$ cat src/rtl/wb_result_pipe_if.sv
// Bus between the execution-unit result mux and the write-back staging pipe:
// one result packet plus flush in, staged slots, write-back packet and error flags out.
interface wb_result_pipe_if #(
  parameter int DEPTH = 7,
  parameter int PKT_W = 143
);
  logic             flush;
  logic [0:PKT_W-1] in_pkt;
  logic [0:PKT_W-1] wrt_back_arr;
  logic [0:PKT_W-1] fwd_pkt [DEPTH];
  logic             lat_err;
  logic             coll_err;

  modport master (
    output flush,
    output in_pkt,
    input  wrt_back_arr,
    input  fwd_pkt,
    input  lat_err,
    input  coll_err
  );

  modport slave (
    input  flush,
    input  in_pkt,
    output wrt_back_arr,
    output fwd_pkt,
    output lat_err,
    output coll_err
  );
endinterface

$ cat src/rtl/wb_result_pipe.sv
// Result staging shift register: each finished packet is dropped into the slot
// matching its unit latency so every instruction writes back in order from the last slot.
module wb_result_pipe #(
  parameter int DEPTH        = 7,
  parameter int PKT_W        = 143,
  parameter int FLUSH_STAGES = 2
) (
  input  logic            clock,
  input  logic            reset,
  wb_result_pipe_if.slave bus
);

  localparam int VLD_B = 131;
  localparam int LAT_B = 139;
  localparam int LAT_W = 4;

  typedef logic [0:PKT_W-1] pkt_t;

  localparam pkt_t             PKT_ZERO = {PKT_W{1'b0}};
  localparam logic [LAT_W-1:0] LAT_MAX  = LAT_W'(DEPTH);

  function automatic logic pkt_valid(input pkt_t p);
    return p[VLD_B];
  endfunction

  function automatic logic [LAT_W-1:0] pkt_lat(input pkt_t p);
    return p[LAT_B:LAT_B+LAT_W-1];
  endfunction

  // Flush kills only the write enable; data, address and latency stay visible.
  function automatic pkt_t pkt_kill(input pkt_t p);
    pkt_t q;
    q        = p;
    q[VLD_B] = 1'b0;
    return q;
  endfunction

  pkt_t             r_slot [DEPTH];
  logic             r_lat_err;
  logic             r_coll_err;

  pkt_t             w_shift [DEPTH];
  pkt_t             w_next  [DEPTH];
  pkt_t             w_cand;
  logic [LAT_W-1:0] w_lat;
  logic             w_legal;
  logic             w_ins;
  logic             w_bad;
  logic             w_coll;

  // Decode the incoming packet's write enable and latency.
  always_comb begin
    w_lat   = pkt_lat(bus.in_pkt);
    w_legal = (w_lat != 4'd0) && (w_lat <= LAT_MAX);
    w_ins   = pkt_valid(bus.in_pkt) && w_legal;
    w_bad   = pkt_valid(bus.in_pkt) && !w_legal;
  end

  // Shift every slot one step toward write-back; a bubble enters slot 0.
  always_comb begin
    w_shift[0] = PKT_ZERO;
    for (int i = 1; i < DEPTH; i++) begin
      w_shift[i] = r_slot[i-1];
    end
  end

  // Overlay the insertion on the shifted slots, then apply the young-slot flush.
  // Collision is judged on the shifted value before flush can clear it.
  always_comb begin
    w_coll = 1'b0;
    w_cand = PKT_ZERO;
    for (int i = 0; i < DEPTH; i++) begin
      if (w_ins && (w_lat == LAT_W'(i + 1))) begin
        w_coll = pkt_valid(w_shift[i]);
        w_cand = bus.in_pkt;
      end else begin
        w_cand = w_shift[i];
      end
      if (bus.flush && (i < FLUSH_STAGES)) begin
        w_next[i] = pkt_kill(w_cand);
      end else begin
        w_next[i] = w_cand;
      end
    end
  end

  // Slot registers and sticky error flags.
  always_ff @(posedge clock) begin
    if (reset) begin
      for (int i = 0; i < DEPTH; i++) begin
        r_slot[i] <= PKT_ZERO;
      end
      r_lat_err  <= 1'b0;
      r_coll_err <= 1'b0;
    end else begin
      for (int i = 0; i < DEPTH; i++) begin
        r_slot[i] <= w_next[i];
      end
      r_lat_err  <= r_lat_err | w_bad;
      r_coll_err <= r_coll_err | w_coll;
    end
  end

  for (genvar g = 0; g < DEPTH; g++) begin : g_fwd
    assign bus.fwd_pkt[g] = r_slot[g];
  end

  assign bus.wrt_back_arr = r_slot[DEPTH-1];
  assign bus.lat_err      = r_lat_err;
  assign bus.coll_err     = r_coll_err;

endmodule

$ cat src/flat_wrapper.sv
// flat-port wrapper written by rule: the top's interface ports become plain ports
module wb_result_pipe_flat 
#(
  parameter int DEPTH        = 7,
  parameter int PKT_W        = 143,
  parameter int FLUSH_STAGES = 2
)
  (clock, reset, bus_flush, bus_in_pkt, bus_wrt_back_arr, bus_fwd_pkt, bus_lat_err, bus_coll_err);
  wb_result_pipe_if #(.DEPTH(DEPTH), .PKT_W(PKT_W)) bus_i ();
  input  logic clock;
  input  logic reset;
  input wire logic [$bits(bus_i.flush)-1:0] bus_flush;
  input wire logic [$bits(bus_i.in_pkt)-1:0] bus_in_pkt;
  output wire logic [$bits(bus_i.wrt_back_arr)-1:0] bus_wrt_back_arr;
  output wire logic [$bits(bus_i.fwd_pkt)-1:0] bus_fwd_pkt;
  output wire logic [$bits(bus_i.lat_err)-1:0] bus_lat_err;
  output wire logic [$bits(bus_i.coll_err)-1:0] bus_coll_err;
  assign bus_i.flush = bus_flush;
  assign bus_i.in_pkt = bus_in_pkt;
  assign bus_wrt_back_arr = bus_i.wrt_back_arr;
  assign bus_fwd_pkt = {>>{bus_i.fwd_pkt}};
  assign bus_lat_err = bus_i.lat_err;
  assign bus_coll_err = bus_i.coll_err;
  wb_result_pipe #(.DEPTH(DEPTH), .PKT_W(PKT_W), .FLUSH_STAGES(FLUSH_STAGES)) u_core (.clock(clock), .reset(reset), .bus(bus_i));
endmodule
$ cat config.mk
export PLATFORM = sky130hd
export DESIGN_NAME = wb_result_pipe_flat
export DESIGN_NICKNAME = d
export VERILOG_FILES = /design/src/rtl/wb_result_pipe_if.sv /design/src/rtl/wb_result_pipe.sv /design/src/flat_wrapper.sv
export SDC_FILE = /design/constraint.sdc
export NUM_CORES = 2
export LEC_CHECK = 0
export CORE_AREA = 3 3 501 503
export DETAILED_ROUTE_END_ITERATION = 10
export DIE_AREA = 0 0 504 506
export GPL_TIMING_DRIVEN = 0
export HOLD_SLACK_MARGIN = 0.02
export SETUP_SLACK_MARGIN = 0.1
export SYNTH_ARGS = -nofsm -noshare
export SYNTH_HDL_FRONTEND = slang
export SYNTH_SLANG_ARGS = --single-unit
$ cat constraint.sdc
create_clock -name clock -period 4.91 [get_ports clock]
set_clock_uncertainty 0.15 [all_clocks]
set_input_delay 0.982 -clock clock [delete_from_list [all_inputs] [get_ports clock]]
set_output_delay 0.982 -clock clock [all_outputs]
set_load 0.01 [all_outputs]
Yosys cells after proc, flatten, opt, wreduce, memory -nomap -nowiden:

Memories as Yosys holds them, arrays and structs flattened.
Cells that the tools add are included.

* register bits after elaboration: 2
* memory bits (writable): 1001
* word-level logic and storage cells: 57
* memories kept: 1

Memories
* u_core.r_slot: words 7, width 143, rd ports 7, clocked after memory_dff 0, write ports 7, line wb_result_pipe.sv:38 `pkt_t r_slot [DEPTH];`

* order comparisons: 1
* equal/unequal tests: 7
* multiplexer cells: 25
* bitwise logic cells: 9
* reductions and logical operators: 12

Operators with widths (number)
* two-way mux 143 bit: 14
* two-way mux 12 bit: 2
* equality test 4 x 3 -> 1 bit, second input constant: 4
* logical AND 1 bit: 10
* two-way mux 1 bit: 9
* OR 1 bit: 9
* equality test 4 x 2 -> 1 bit, second input constant: 2
* equality test 4 x 1 -> 1 bit, second input constant: 1
* <= comparator 4 x 3 -> 1 bit, second input constant: 1
* nonzero test 4 bit: 1
* zero test 1 bit: 1

Depth between registers and ports, before layout:

* depth in word-level cells: 11
* gate-level depth with buffers: 7
* depth with buffers taken out: 4

Worst setup path before layout:

Ideal clock, no wire load.

* path type: input -> register
* from: input port bus_in_pkt[2]
* to: memory u_core.r_slot[0][452] (netlist bit)
* setup time: 0.132 ns
* arrival time: 2.163 ns
* required time: 4.628 ns
* path slack: 2.465 ns
* stages on the path: 7
* path through: buf_2 > nand3b_2 > or3_1 > clkbuf_1 > clkbuf_1 > nand2_1 > a21oi_1

RTL lines
* start, declared: line flat_wrapper.sv:13 `input wire logic [$bits(bus_i.in_pkt)-1:0] bus_in_pkt;`
* end, declared: line wb_result_pipe.sv:38

==> results.toml <==
[clock_network]
cts_setup_buffers = 0
cts.reportedPaths.clkPinSlew_ns = 0.06
clock_latency_ns = 0.76
ctsHoldBuffers = 0
clk_path_buf_depth = 3
numCtsBuffers = 115
post_cts_resized = 0
htree_levels = 3
cts_tree = "done"
cts-root-buf = "clkbuf_16"
cts_sinks = 1003

[sta]
timing.fmax_ghz = 0.255
worst_pin_slew_ns = 1.27
rsz0062_at_grt = "no"
period_share_pct = 79.9
slew_headroom_pct = 15.0
drv_slew = 0
finalSetupViolCount = 0
min_period_ns = 3.92
finalHoldViolations = 0

[yosys]
ys_ff_latch = 1003
synthesis.area_sq_um = 34000
ys_seq_area_share_pct = 59.0
synth_cells = 4142
syn_area_per_cell_sq_um = 8.22
yosys_warnings = 0
yosysUniqueCellTypes = 29

[finish]
final_common_cell = "nand2_1"
nFillCells = 27300
synthToLayoutAreaGrowth_pct = 63.3
fin_cells = 9005
design_area_sq_um = 55600
nets = 5711
mostFrequentLayoutCells = "nand2_1, clkdlybuf4s50_1, dfxtp_1"
utilization_pct = 22.6
drive_gt1_share_pct = 8.26

[detailed_routing]
wirelength_um = 278000
ant_nets = 0
wl_per_cell_um = 30.8
route.detailed.drc = 0
drtPass1Iterations = 5
drt_iter0_markers = 3830
vias = 36300
avgViaCountPerCell = 4.03

[power]
switching_share_pct = 25.7
powerDensity_nw_per_um2 = 338
p_comb_share_pct = 6.6
p_leak_uw = 0.0184
clkPwrFrac_pct = 49.1
seqPwrFrac_pct = 44.3
p_switching_uw = 4830
p_int_uw = 13900
ir_worst_vdd_uv = 258
finalPower_uw = 18800

[status]
status = "finished clean"

[worst_setup_path]
crit_path_end_kind = "flip-flop"
worstPathRequired_ns = 5.34
r2r_start = "u_core.r_slot[0][254]$_SDFF_PP0_"
path_max_fanout = 10
critPathLaunch = "bus_in_pkt[0]"
worstSetupStartpointType = "input pin"
cp.arrival_ns = 4.35
worst-setup-path-type = "input pin to flip-flop"

[grt]
grt_overflow = 0
antenna_found_initial = 56
grt_max_degree = 17
grt_pass1_wl_um = 356000
grt_pass1_vias = 34700
grt_usage_pct = 20.8

[placement]
hpwl_um = 234000
gp_congestion = 0.966
post_dp_cell_area_sq_um = 51500
portBuffers = 1288
placedCellCount = 8760

[hold_path]
hold_start = "u_core.r_slot[0][79]$_SDFF_PP0_"
hold_path.class = "flip-flop to flip-flop"

[die]
start_util_pct = 13.8
fp.dieH_um = 506
core_area_sq_um = 246000
dieArea_sq_um = 255000
io_pins = 1292
die_w_um = 504
row_count = 182

[job]
drv_cap = 0
power by group through the flow:
stage                     Clock, uW  Sequential [uW]  Combinational (uW)
after floorplan                   0             8500                 292
after global placement            0             8500                1220
after detailed placement          0             8500                1240
after CTS                      9360             8320                1250
after global routing           9650             8330                1290
final                          9220             8320                1230
area by class of cell:
type	count	area (sq um)	share of cell area, %
antenna	26	65.1	0.117
buffer	437	2300	4.14
clock buffer	159	3330	6.00
clock inverter	60	691	1.24
inverter	1	3.75	0.00675
multi-input combinational	2703	11700	21.1
sequential	1003	20100	36.1
tap	3312	4140	7.46
timing repair buffer	1304	13300	23.8
synthesized netlist by cell type:
master	instances	area [sq um]
nor2_2	2	12.5
mux2_2	1	11.3
buf_4	145	1090
a221oi_1	1	8.76
nand3b_2	1	11.3
nor3b_1	13	97.6
clkbuf_1	204	766
inv_1	1	3.75
buf_1	5	18.8
nor3_1	2	10.0
mux2i_1	1	10.0
nand2b_1	4	25.0
and3b_1	1	8.76
o2bb2ai_1	1	8.76
a21oi_1	830	4150
nor3_2	3	30.0
and4bb_2	1	12.5
conb_1	1	3.75
nor4_2	1	12.5
and2_1	138	863
nand2_1	1660	6230
or2_1	1	6.26
nor2_1	34	128
nor2b_1	2	12.5
buf_2	83	415
or3_1	1	6.26
dfxtp_1	1003	20100
o21ai_0	1	5.00
nand3_1	1	5.00
worst paths after layout:
path	slack, ns	end	cells after the start
min reg2reg	0.30	u_core.r_slot[0][222]$_SDFF_PP0_	2
max reg2reg	3.63	u_core.r_slot[0][397]$_SDFF_PP0_	2
min	0.30	u_core.r_slot[0][222]$_SDFF_PP0_	2
max	0.99	u_core.r_slot[0][397]$_SDFF_PP0_	9
critical path, cell delays in order:
cell and delay (ns):
clkdlybuf4s50_1 0.50, buf_2 0.26, nand2_1 0.18, nor3_4 0.57, buf_8 0.21, buf_2 0.66
buf_2 0.35, nand2_1 0.08, a21oi_1 0.51
flip-flops by register name, indices dropped and copies added, names as in the netlist:
register and flops:
u_core.bus.lat_err 1, u_core.bus.coll_err 1, u_core.r_slot 1001
through the flow:
step                setup slack, ns  hold slack (ns)  setup TNS (ns)
floorplan                      2.46            0.320               0
global placement              -1.12            0.294         -276.79
detailed placement           0.0232            0.296               0
CTS                           0.851            0.294               0
global route                  0.814            0.315               0
finish                        0.987            0.302               0
cells by family after synthesis:
group,count (synthesis),share of synthesized area [%]
AND/OR/NAND/NOR,1865,21.9
flip-flops,1003,59.0
AO/OA/AOI/OAI,833,12.3
buffers and inverters,438,6.73
multiplexers,2,0.0625
other,1,0.0110
routing by layer:
| metal | up-vias | share of wire (%) | track usage (%) |
|---|---|---|---|
| li1 | 16000 | - | - |
| met1 | 17700 | 41 | 25.6 |
| met2 | 2148 | 45 | 33.6 |
| met3 | 370 | 9.9 | 7.52 |
| met4 | 22 | 3.8 | 6.95 |
| met5 | - | 0.053 | 0 |
Note: power is estimated with default switching activity, not from simulation.
